### src/rtl/elevator_call_scheduler_if.sv
`default_nettype none
// ============================================================================
//  Module   : elevator_call_scheduler_if
//  Purpose  : Bundles the call buttons, car sensors and indicator/door outputs
//             of the elevator call scheduler into one interface.
//  Modports : master - environment side (drives buttons/sensors, reads status)
//             slave  - scheduler side (reads buttons/sensors, drives status)
//  Signals  : call_req[NUM_FLOORS], overload, firealarm, person_detected (in)
//             pending[NUM_FLOORS], cur_floor[FW], dir_up, moving, door_open,
//             door_closed, fire_mode, seg[7] (out)
//  Revision : 1.0 - initial release
// ============================================================================
interface elevator_call_scheduler_if #(
    parameter int NUM_FLOORS = 4
);
    localparam int FW = $clog2(NUM_FLOORS);

    logic [NUM_FLOORS-1:0] call_req;
    logic                  overload;
    logic                  firealarm;
    logic                  person_detected;
    logic [NUM_FLOORS-1:0] pending;
    logic [FW-1:0]         cur_floor;
    logic                  dir_up;
    logic                  moving;
    logic                  door_open;
    logic                  door_closed;
    logic                  fire_mode;
    logic [6:0]            seg;

    modport master (
        output call_req, overload, firealarm, person_detected,
        input  pending, cur_floor, dir_up, moving, door_open, door_closed,
               fire_mode, seg
    );

    modport slave (
        input  call_req, overload, firealarm, person_detected,
        output pending, cur_floor, dir_up, moving, door_open, door_closed,
               fire_mode, seg
    );
endinterface
`default_nettype wire

### src/rtl/elevator_call_scheduler.sv
`default_nettype none
// ============================================================================
//  Module   : elevator_call_scheduler
//  Purpose  : Latches hall/car calls and steers an N-floor car with a
//             direction-preserving SCAN policy through IDLE / MOVE / DOOR /
//             FIRE, honouring overload, door obstruction and fire recall.
//  Ports    : clk    - system clock (rising edge)
//             rst_n  - asynchronous active-low reset
//             bus    - elevator_call_scheduler_if.slave (buttons, sensors,
//                      pending calls, floor, direction, door, 7-seg)
//  Options  : SEG_DISPLAY_EN - when defined, seg carries a registered
//             active-low 7-segment code of cur_floor; otherwise seg is blank.
//  Revision : 1.0 - initial release
// ============================================================================
module elevator_call_scheduler #(
    parameter int NUM_FLOORS    = 4,
    parameter int TRAVEL_CYCLES = 8,
    parameter int DOOR_CYCLES   = 4
) (
    input  logic                        clk,
    input  logic                        rst_n,
    elevator_call_scheduler_if.slave    bus
);
    localparam int FW = $clog2(NUM_FLOORS);
    localparam int TW = $clog2(TRAVEL_CYCLES);
    localparam int DW = $clog2(DOOR_CYCLES);

    typedef enum logic [1:0] {
        ST_IDLE = 2'd0,
        ST_MOVE = 2'd1,
        ST_DOOR = 2'd2,
        ST_FIRE = 2'd3
    } state_t;

    state_t                state_q,     state_d;
    logic [NUM_FLOORS-1:0] pending_q,   pending_d;
    logic [FW-1:0]         cur_floor_q, cur_floor_d;
    logic                  dir_up_q,    dir_up_d;
    // Direction of the hop in flight; kept apart from dir_up so a fire recall
    // can flip dir_up without reversing a half-finished hop.
    logic                  hop_up_q,    hop_up_d;
    logic                  fire_mode_q, fire_mode_d;
    logic [TW-1:0]         travel_q,    travel_d;
    logic [DW-1:0]         door_cnt_q,  door_cnt_d;
    logic                  moving_q;
    logic                  door_open_q;

    logic [NUM_FLOORS-1:0] w_pend_raw;
    logic [NUM_FLOORS-1:0] w_clear;
    logic [FW-1:0]         w_next_floor;
    logic                  w_fire;

    function automatic logic any_above(input logic [NUM_FLOORS-1:0] v,
                                       input logic [FW-1:0] f);
        logic r;
        r = 1'b0;
        for (int i = 0; i < NUM_FLOORS; i++) begin
            if (i > int'(f) && v[i]) r = 1'b1;
        end
        return r;
    endfunction

    function automatic logic any_below(input logic [NUM_FLOORS-1:0] v,
                                       input logic [FW-1:0] f);
        logic r;
        r = 1'b0;
        for (int i = 0; i < NUM_FLOORS; i++) begin
            if (i < int'(f) && v[i]) r = 1'b1;
        end
        return r;
    endfunction

    // Calls seen this edge count at an arrival floor, so a button pressed on
    // the arrival edge is served (and cleared) instead of being latched late.
    assign w_pend_raw = pending_q | bus.call_req;
    assign w_fire     = fire_mode_q | bus.firealarm;

    // Floor reached at the end of the current hop, clamped to the shaft.
    always_comb begin : p_next_floor
        w_next_floor = cur_floor_q;
        if (hop_up_q && (cur_floor_q != FW'(NUM_FLOORS - 1))) begin
            w_next_floor = cur_floor_q + 1'b1;
        end else if (!hop_up_q && (cur_floor_q != '0)) begin
            w_next_floor = cur_floor_q - 1'b1;
        end
    end

    always_comb begin : p_next_state
        state_d     = state_q;
        cur_floor_d = cur_floor_q;
        dir_up_d    = dir_up_q;
        hop_up_d    = hop_up_q;
        fire_mode_d = fire_mode_q;
        travel_d    = '0;
        door_cnt_d  = '0;

        case (state_q)
            ST_IDLE: begin
                // fire_mode also recalls: the door may have closed at an
                // upper floor on an alarm that has since dropped.
                if (bus.firealarm || fire_mode_q) begin
                    fire_mode_d = 1'b1;
                    if (cur_floor_q == '0) begin
                        state_d = ST_FIRE;
                    end else begin
                        state_d  = ST_MOVE;
                        dir_up_d = 1'b0;
                        hop_up_d = 1'b0;
                    end
                end else if (bus.overload) begin
                    state_d = ST_IDLE;
                end else if (pending_q[cur_floor_q]) begin
                    state_d = ST_DOOR;
                end else if (dir_up_q && any_above(pending_q, cur_floor_q)) begin
                    state_d  = ST_MOVE;
                    hop_up_d = 1'b1;
                end else if (any_below(pending_q, cur_floor_q)) begin
                    state_d  = ST_MOVE;
                    dir_up_d = 1'b0;
                    hop_up_d = 1'b0;
                end else if (any_above(pending_q, cur_floor_q)) begin
                    state_d  = ST_MOVE;
                    dir_up_d = 1'b1;
                    hop_up_d = 1'b1;
                end
            end

            ST_MOVE: begin
                if (bus.firealarm) begin
                    fire_mode_d = 1'b1;
                    dir_up_d    = 1'b0;
                end
                if (travel_q == TW'(TRAVEL_CYCLES - 1)) begin
                    cur_floor_d = w_next_floor;
                    if (w_fire) begin
                        if (w_next_floor == '0) begin
                            state_d = ST_FIRE;
                        end else begin
                            hop_up_d = 1'b0;
                        end
                    end else if (w_pend_raw[w_next_floor]) begin
                        state_d = ST_DOOR;
                    end else if (dir_up_q && any_above(w_pend_raw, w_next_floor)) begin
                        hop_up_d = 1'b1;
                    end else if (!dir_up_q && any_below(w_pend_raw, w_next_floor)) begin
                        hop_up_d = 1'b0;
                    end else if (dir_up_q && any_below(w_pend_raw, w_next_floor)) begin
                        dir_up_d = 1'b0;
                        hop_up_d = 1'b0;
                    end else if (!dir_up_q && any_above(w_pend_raw, w_next_floor)) begin
                        dir_up_d = 1'b1;
                        hop_up_d = 1'b1;
                    end else begin
                        state_d = ST_IDLE;
                    end
                end else begin
                    travel_d = travel_q + 1'b1;
                end
            end

            ST_DOOR: begin
                if (bus.firealarm) begin
                    fire_mode_d = 1'b1;
                    state_d     = (cur_floor_q == '0) ? ST_FIRE : ST_IDLE;
                end else if (bus.overload || bus.person_detected ||
                             bus.call_req[cur_floor_q]) begin
                    door_cnt_d = '0;
                end else if (door_cnt_q == DW'(DOOR_CYCLES - 1)) begin
                    state_d = ST_IDLE;
                end else begin
                    door_cnt_d = door_cnt_q + 1'b1;
                end
            end

            ST_FIRE: begin
                fire_mode_d = 1'b1;
                if (!bus.firealarm) begin
                    state_d     = ST_IDLE;
                    fire_mode_d = 1'b0;
                end
            end

            default: begin
                state_d = ST_IDLE;
            end
        endcase
    end

    // A floor being (or about to be) served has its call dropped; the clear
    // beats a same-edge press of that button.
    always_comb begin : p_pending
        for (int i = 0; i < NUM_FLOORS; i++) begin
            w_clear[i] = (state_d == ST_DOOR) && (cur_floor_d == FW'(i));
        end
        if (bus.firealarm || (state_q == ST_FIRE)) begin
            pending_d = '0;
        end else begin
            pending_d = w_pend_raw & ~w_clear;
        end
    end

`ifdef SEG_DISPLAY_EN
    logic [6:0] seg_q;

    function automatic logic [6:0] seg_code(input logic [FW-1:0] f);
        logic [6:0] s;
        case (int'(f))
            0:       s = 7'b1000000;
            1:       s = 7'b1111001;
            2:       s = 7'b0100100;
            3:       s = 7'b0110000;
            4:       s = 7'b0011001;
            5:       s = 7'b0010010;
            6:       s = 7'b0000010;
            7:       s = 7'b1111000;
            8:       s = 7'b0000000;
            9:       s = 7'b0010000;
            default: s = 7'b1111111;
        endcase
        return s;
    endfunction
`endif

    always_ff @(posedge clk or negedge rst_n) begin : p_regs
        if (!rst_n) begin
            state_q     <= ST_IDLE;
            pending_q   <= '0;
            cur_floor_q <= '0;
            dir_up_q    <= 1'b1;
            hop_up_q    <= 1'b1;
            fire_mode_q <= 1'b0;
            travel_q    <= '0;
            door_cnt_q  <= '0;
            moving_q    <= 1'b0;
            door_open_q <= 1'b0;
`ifdef SEG_DISPLAY_EN
            seg_q       <= 7'b1000000;
`endif
        end else begin
            state_q     <= state_d;
            pending_q   <= pending_d;
            cur_floor_q <= cur_floor_d;
            dir_up_q    <= dir_up_d;
            hop_up_q    <= hop_up_d;
            fire_mode_q <= fire_mode_d;
            travel_q    <= travel_d;
            door_cnt_q  <= door_cnt_d;
            moving_q    <= (state_d == ST_MOVE);
            door_open_q <= (state_d == ST_DOOR) || (state_d == ST_FIRE);
`ifdef SEG_DISPLAY_EN
            seg_q       <= seg_code(cur_floor_d);
`endif
        end
    end

    assign bus.pending     = pending_q;
    assign bus.cur_floor   = cur_floor_q;
    assign bus.dir_up      = dir_up_q;
    assign bus.moving      = moving_q;
    assign bus.door_open   = door_open_q;
    assign bus.door_closed = ~door_open_q;
    assign bus.fire_mode   = fire_mode_q;
`ifdef SEG_DISPLAY_EN
    assign bus.seg         = seg_q;
`else
    assign bus.seg         = 7'b1111111;
`endif

endmodule
`default_nettype wire

### src/flat_wrapper.sv
// flat-port wrapper written by rule: the top's interface ports become plain ports
module elevator_call_scheduler_flat 
#(
    parameter int NUM_FLOORS    = 4,
    parameter int TRAVEL_CYCLES = 8,
    parameter int DOOR_CYCLES   = 4
)
  (clk, rst_n, bus_call_req, bus_overload, bus_firealarm, bus_person_detected, bus_pending, bus_cur_floor, bus_dir_up, bus_moving, bus_door_open, bus_door_closed, bus_fire_mode, bus_seg);
  elevator_call_scheduler_if #(.NUM_FLOORS(NUM_FLOORS)) bus_i ();
  input  logic clk;
  input  logic rst_n;
  input wire logic [$bits(bus_i.call_req)-1:0] bus_call_req;
  input wire logic [$bits(bus_i.overload)-1:0] bus_overload;
  input wire logic [$bits(bus_i.firealarm)-1:0] bus_firealarm;
  input wire logic [$bits(bus_i.person_detected)-1:0] bus_person_detected;
  output wire logic [$bits(bus_i.pending)-1:0] bus_pending;
  output wire logic [$bits(bus_i.cur_floor)-1:0] bus_cur_floor;
  output wire logic [$bits(bus_i.dir_up)-1:0] bus_dir_up;
  output wire logic [$bits(bus_i.moving)-1:0] bus_moving;
  output wire logic [$bits(bus_i.door_open)-1:0] bus_door_open;
  output wire logic [$bits(bus_i.door_closed)-1:0] bus_door_closed;
  output wire logic [$bits(bus_i.fire_mode)-1:0] bus_fire_mode;
  output wire logic [$bits(bus_i.seg)-1:0] bus_seg;
  assign bus_i.call_req = bus_call_req;
  assign bus_i.overload = bus_overload;
  assign bus_i.firealarm = bus_firealarm;
  assign bus_i.person_detected = bus_person_detected;
  assign bus_pending = bus_i.pending;
  assign bus_cur_floor = bus_i.cur_floor;
  assign bus_dir_up = bus_i.dir_up;
  assign bus_moving = bus_i.moving;
  assign bus_door_open = bus_i.door_open;
  assign bus_door_closed = bus_i.door_closed;
  assign bus_fire_mode = bus_i.fire_mode;
  assign bus_seg = bus_i.seg;
  elevator_call_scheduler #(.NUM_FLOORS(NUM_FLOORS), .TRAVEL_CYCLES(TRAVEL_CYCLES), .DOOR_CYCLES(DOOR_CYCLES)) u_core (.clk(clk), .rst_n(rst_n), .bus(bus_i));
endmodule
### config.mk
export PLATFORM = sky130hd
export DESIGN_NAME = elevator_call_scheduler_flat
export DESIGN_NICKNAME = d
export VERILOG_FILES = /design/src/rtl/elevator_call_scheduler_if.sv /design/src/rtl/elevator_call_scheduler.sv /design/src/flat_wrapper.sv
export SDC_FILE = /design/constraint.sdc
export NUM_CORES = 1
export LEC_CHECK = 0
export BUFFER_PORTS_ARGS = -buffer_cell sky130_fd_sc_hd__buf_4
export CAP_MARGIN = 40
export CORE_ASPECT_RATIO = 1.25
export CORE_MARGIN = 2
export CORE_UTILIZATION = 58
export DETAILED_ROUTE_END_ITERATION = 10
export PLACE_DENSITY = 0.81
export SLEW_MARGIN = 40
export SYNTH_ARGS = -nofsm -noshare
export SYNTH_HDL_FRONTEND = slang
export SYNTH_SLANG_ARGS = --single-unit
### constraint.sdc
create_clock -name clk -period 9.5 [get_ports clk]
set_clock_uncertainty 0.1 [all_clocks]
set_input_delay 0.475 -clock clk [delete_from_list [all_inputs] [get_ports clk]]
set_output_delay 0.475 -clock clk [all_outputs]
set_load 0.05 [all_outputs]
==> metrics, run 1 <==
Die Span Y=61.6 µm; fin util=68.5%; Initial Util=62.2%; # diodes=0; clk_lat worst skew=0.30 ns; initial antenna violation count=0; R2R Path End=u_core.hop_up_q; CP peak stage delay=0.63 ns; worst-path fanout max=11; Required @ worst endpoint=9.64 ns; clock transition at the registers of the reported paths=0.11 ns; antenna-violating nets left=0; final slew viol count=0; crit end category=flop; Power Density=257 nW/µm²; f_max=313 MHz; Synth Warn #=0; Final period util=33.6%; CP max stage cell=dfrtp_1; Post-synth EDFFs=0; Synth Instances=176; Synth Area per Inst=8.76 µm²; minimum clock period=3.19 ns; die width=50.1 µm; TritonRoute pass-1 iters=4; worst path cell trace=inv_1, ha_1, mux2i_4, xnor2_1, mux4_2, nand4b_1, a311o_1, mux2_4; Seq/Total Area, Yosys=27.8%; Post-Route Setup TNS=0 ns; FF-to-FF setup slack=6.31 ns; RSZ-0062 raised after global routing=no; status=complete, no violations; DRC errors left=0; Critical Path Start Type=flop; Wirelength per Cell=16.5 µm; # IOs=27; Fillers=204; Max transition margin=60.6%; Max clock buf depth=2; Max Cap Viol=0; crit path to=u_core.hop_up_q; crit path kind=flop to flop; Overflow after GRT=0; post-CTS setup buffers=0; core area=2480 µm²; most frequent cells in the layout=buf_4 (19), nor2_1 (17), dfrtp_1 (15); Via density=6.25; leak pwr=0.763 nW; Final setup viols=0; commonest non-fill, non-tap cell in the layout=buf_4; Top FF cell, synth=dfrtp_1; number of cells on the worst reg-to-reg path=8; GRT Total Usage=27.0%; routed vias=1,406; vias in the first global route=1,308; fraction of registers with async set/reset=100%; Syn Std Cell Area=1540 µm²; Critical Path AT=3.33 ns; Worst Setup SP=u_core.bus.cur_floor[0]; #FFs+latches synth=17; Root Buffer=clkbuf_4; Worst-Margin Slew=0.591 ns; layout cells sized above 1=18.2%; RD Place Congestion=0.887; Fin. Hold Viols=0; CTS tree=done; cells resized by post-CTS repair=0; Worst IR Drop VDD=0.190 mV; nets=215; reg2reg start=u_core.bus.cur_floor[0]; DP Wirelength=2890 µm; CTS sink cnt=17; initial drt markers=83; PortBufs=19; TritonCTS Buffers=3; post-synth cell types=52; synth-to-layout area growth=10.1%; Total Wirelength=3700 µm; worst hold path class=flop to flop; Hold Buf Count CTS=1; global-route wire length before repair=6230 µm; largest net degree at the start of global routing=18; # rows=20; die area=3090 µm²; H-tree depth=1
-- routing by layer --
metal  track usage (%)  wire length [µm]  part of all wire, %  vias up
met5                 0                 0                    0        -
met4              9.92                80                  2.2        0
met3              4.61               264                  7.1        9
met2              45.5              1870                   50       60
met1              35.1              1490                   40      677
li1                  -                 -                    -      660
-- layout make-up --
cell class	instances	area, µm²	area share, %
tap	33	41.3	2.43
sequential	17	428	25.2
clock buffer	4	26.3	1.55
inverter	12	45.0	2.65
timing repair buffer	20	153	9.00
multi-input combinational	139	1000	59.1
-- stage by stage --
| step | cell area (µm²) | power [mW] | worst slack (ns) | cells | hold slack (ns) |
|---|---|---|---|---|---|
| finish | 1700 | 0.437 | 6.31 | 225 | 0.336 |
| global route | 1700 | 0.464 | 6.14 | 225 | 0.353 |
| CTS | 1700 | 0.431 | 6.32 | 225 | 0.342 |
| detailed placement | 1660 | 0.391 | 6.35 | 220 | 0.255 |
| global placement | 1660 | 0.383 | 6.49 | 220 | 0.254 |
| floorplan | 1560 | 0.326 | 6.09 | 182 | 0.0794 |
-- logic make-up after synthesis --
group           after synthesis  synth area share [%]
xor+xnor                      3                  1.70
fa+ha+maj                    13                  10.6
simple gates                 56                  19.2
compound gates               52                  23.2
buf+inv                      26                  8.60
mux                           8                  8.77
other cells                   1                 0.243
flops                        17                  27.8
-- critical path, delay by kind of cell (launching register included) --
kind	cells	cell delay (ns)
compound gates	1	0.34
flops	1	0.63
xor+xnor	1	0.20
fa+ha+maj	1	0.36
simple gates	1	0.20
buf+inv	1	0.18
mux	3	1.12
-- flip-flops by register name, summed over array words and instances (netlist names) --
signal	count
u_core.bus.pending	4
u_core.state_q	2
u_core.bus.dir_up	1
u_core.bus.moving	1
u_core.door_cnt_q	2
u_core.bus.fire_mode	1
u_core.bus.cur_floor	2
u_core.travel_q	3
u_core.hop_up_q	1
-- Yosys cell counts (4+ instances only) --
library cell | instances | area [µm²]
o21ai_0 | 8 | 40.0
inv_1 | 12 | 45.0
ha_1 | 13 | 163
buf_4 | 7 | 52.6
o21a_1 | 4 | 30.0
nand2b_1 | 4 | 25.0
a21oi_1 | 11 | 55.1
dfrtp_1 | 15 | 375
nand2_1 | 9 | 33.8
a211oi_1 | 6 | 45.0
nor2_1 | 17 | 63.8
clkbuf_1 | 5 | 18.8
-- worst min path at each step --
stage / startpoint / endpoint / slack [ns] / cells past startpoint
2_1_floorplan: rst_n / u_core.bus.cur_floor[0] / 0.08 / 0
3_3_place_gp: rst_n / u_core.bus.fire_mode / 0.25 / 1
3_5_place_dp: rst_n / u_core.bus.fire_mode / 0.25 / 1
4_1_cts: u_core.travel_q[0] / u_core.travel_q[0] / 0.34 / 1
5_1_grt: u_core.travel_q[0] / u_core.travel_q[0] / 0.35 / 1
6_report: u_core.travel_q[0] / u_core.travel_q[0] / 0.34 / 1
-- power breakdown --
group	switching, mW	internal, mW	leakage [nW]
logic	0.173	0.0996	0.533
registers	0.0280	0.0941	0.216
clock network	0.0258	0.0164	0.0150
No activity file was read; power rests on OpenSTA's default activity.
==> run 2: changes to the inputs <==
- ABC_AREA: default -> 1
- CORE_UTILIZATION: 58 -> 56
- PLACE_DENSITY: 0.81 -> 0.79
- clock period: 9.5 -> 3.25 ns (I/O delays scaled with it)
==> metrics, run 2 <==
status=complete, no violations; Fillers=254 (+25%); f_max=392 MHz (+25%); Reg power frac=26.8% (-1.2 points); crit path kind=flop to flop; TritonCTS Buffers=3 (unchanged); Non-Filler Instances=275 (+22%); R2R Path End=u_core.bus.pending[3]; GRT Total Usage=24.5% (-2.4 points); RD Place Congestion=0.908 (+2.4%); Syn Std Cell Area=1510 µm² (-1.9%); worst-path fanout max=10 (-1); internal power=0.594 mW (+180%); clock share of power=8.7% (-1.0 points); global-route wire length before repair=5730 µm (-8.0%); commonest non-fill, non-tap cell in the layout=nand2_1; Worst Setup SP=u_core.bus.cur_floor[0]; Synth area leader=dfrtp_1; Initial Util=57.5% (-4.7 points); Net Switching=0.731 mW (+220%); cells resized by post-CTS repair=0 (unchanged); Top FF cell, synth=dfrtp_1; largest net degree at the start of global routing=18 (unchanged); H-tree depth=1 (unchanged); CTS sink cnt=17 (unchanged); fraction of registers with async set/reset=100% (unchanged); initial drt markers=43 (-48%); die width=50.5 µm (+0.71%); # diodes=0 (unchanged); number of cells on the worst reg-to-reg path=18 (+10); die area=3130 µm² (+1.4%); initial antenna violation count=0 (unchanged); Critical Path AT=2.65 ns (-0.68 ns); Power Density=777 nW/µm² (+200%); CTS tree=done; layout cells sized above 1=19.9% (+1.7 points); leak pwr=0.926 nW (+21%); Root Buffer=clkbuf_4; Final WS setup=0.696 ns (-5.61 ns); Required @ worst endpoint=3.35 ns (-6.29 ns); Worst IR Drop VDD=0.730 mV (+290%); core area=2630 µm² (+6.1%); Placed Cells=270 (+23%); Wirelength per Cell=12.6 µm (-23%); TritonRoute pass-1 iters=4 (unchanged); post-CTS setup buffers=0 (unchanged); final slew viol count=0 (unchanged); FF-to-FF setup slack=0.70 ns (-5.61 ns); HP Start=bus_person_detected; Seq/Total Area, Yosys=28.3% (+0.55 points); DRC errors left=0 (unchanged); vias in the first global route=1,315 (+0.54%); Synth Instances=218 (+24%); Post-Route Setup TNS=0 ns (unchanged); Comb pwr share=64.5% (+2.1 points); RSZ-0062 raised after global routing=no; worst hold path class=input port to flop; fin util=64.9% (-3.6 points); crit path to=u_core.bus.pending[3]; synth-to-layout area growth=12.7%; Net Sw Frac=55.2% (+3.3 points); minimum clock period=2.55 ns (-0.640 ns); Fin. Hold Viols=0 (unchanged); Final setup viols=0 (unchanged); #FFs+latches synth=17 (unchanged); area of the multi-input gates=921 µm² (-8.2%); synth top area cells=dfrtp_1 (25%), ha_1 (11%), nand2_1 (11%), inv_1 (7.5%), nor2_1 (7.2%); hold_ws=0.0977 ns (-0.239 ns); Commonest cells post-synth=nand2_1 (43), inv_1 (30), nor2_1 (29), nand3_1 (21), dfrtp_1 (15); Post-synth EDFFs=0 (unchanged); most frequent cell after synthesis=nand2_1; routed vias=1,447 (+2.9%); # rows=21 (+5.0%); Synth Warn #=0 (unchanged); DP Wirelength=2820 µm (-2.5%); Synth Area per Inst=6.93 µm² (-21%); clk_lat worst skew=0.29 ns (about the same); crit end category=flop; Max Cap Viol=0 (unchanged); Max clock buf depth=2 (unchanged); Die Span Y=62.1 µm (+0.72%); worst slack, placed=0.730 ns (-5.62 ns); Total Wirelength=3470 µm (-6.2%); Synth top area share=24.8% (+0.48 points); Final period util=78.6% (+45 points); # IOs=27 (unchanged); post-synth cell types=32 (-38%); nets=264 (+23%); clock transition at the registers of the reported paths=0.11 ns (about the same); PortBufs=19 (unchanged); Via density=5.26 (-16%); Critical Path Start Type=flop; reg2reg start=u_core.bus.cur_floor[0]; antenna-violating nets left=0 (unchanged); Overflow after GRT=0 (unchanged); most frequent cells in the layout=nand2_1 (43), inv_1 (30), nor2_1 (29); number of flip-flops under the largest register name=4 (unchanged); Register Area=428 µm² (unchanged)
==> run 2: worst min path at each step <==
stage | endpoint | cells after the start
2_1_floorplan | u_core.bus.cur_floor[0] | 0
3_3_place_gp | u_core.door_cnt_q[0] | 1
3_5_place_dp | u_core.door_cnt_q[0] | 1
4_1_cts | u_core.door_cnt_q[0] | 4
5_1_grt | u_core.door_cnt_q[0] | 4
6_report | u_core.door_cnt_q[0] | 4
==> run 2: cells by family after synthesis <==
| logic type | after synthesis | synth area share, % |
|---|---|---|
| DFF | 17 | 28.3 |
| buffers and inverters | 42 | 12.3 |
| and+or+nand+nor | 119 | 38.2 |
| adders and majority gates | 13 | 10.8 |
| other | 1 | 0.248 |
| AOI/OAI and AO/OA | 26 | 10.3 |
==> run 2: cell type report <==
| cell class | count | area share, % |
|---|---|---|
| Multi-Input combinational cell | 165 | 54.0 |
| Clock inverter | 1 | 0.294 |
| Sequential cell | 17 | 25.1 |
| Clock buffer | 3 | 1.32 |
| Tap cell | 34 | 2.50 |
| Inverter | 35 | 7.78 |
| Timing Repair Buffer | 20 | 8.96 |
==> run 2: layer usage <==
layer  vias to the layer above  track usage, %  wire length, µm
li1                        732               -                -
met1                       653            28.2             1510
met4                         0            11.2               61
met3                         8            4.07              173
met2                        54            45.3             1720
met5                         -               0                0
==> run 2: worst max-delay path: stages, from the launching register on <==
cell and delay, ns:
dfrtp_1 0.55, inv_2 0.17, ha_1 0.34, a21oi_2 0.30, inv_2 0.11, nand3_1 0.09
nand2_1 0.06, inv_2 0.06, nor2_4 0.04, nand2_2 0.08, nand2_2 0.06, nand3_2 0.06
nand2_1 0.05, nand2_1 0.07, nand2_2 0.06, nand2_4 0.09, nand3_1 0.08, nand2_1 0.06
inv_1 0.03
==> run 2: metrics by stage <==
| stage | area (µm²) | power, mW |
|---|---|---|
| floorplan | 1530 | 0.992 |
| global placement | 1670 | 1.19 |
| detailed placement | 1670 | 1.20 |
| CTS | 1700 | 1.32 |
| global route | 1700 | 1.43 |
| finish | 1700 | 1.32 |
==> run 2: power by group through the flow <==
stage | clock (mW) | sequential, mW | combinational, mW
floorplan | 0 | 0.471 | 0.521
global placement | 0 | 0.357 | 0.832
detailed placement | 0 | 0.356 | 0.844
CTS | 0.121 | 0.352 | 0.847
global route | 0.129 | 0.360 | 0.941
finish | 0.115 | 0.354 | 0.855
==> run 2: repair_timing <==
item,4_1_cts,5_1_grt
hold buffers,1,0
endpoints found under the setup margin,0,0
endpoints found under the hold margin,17,0
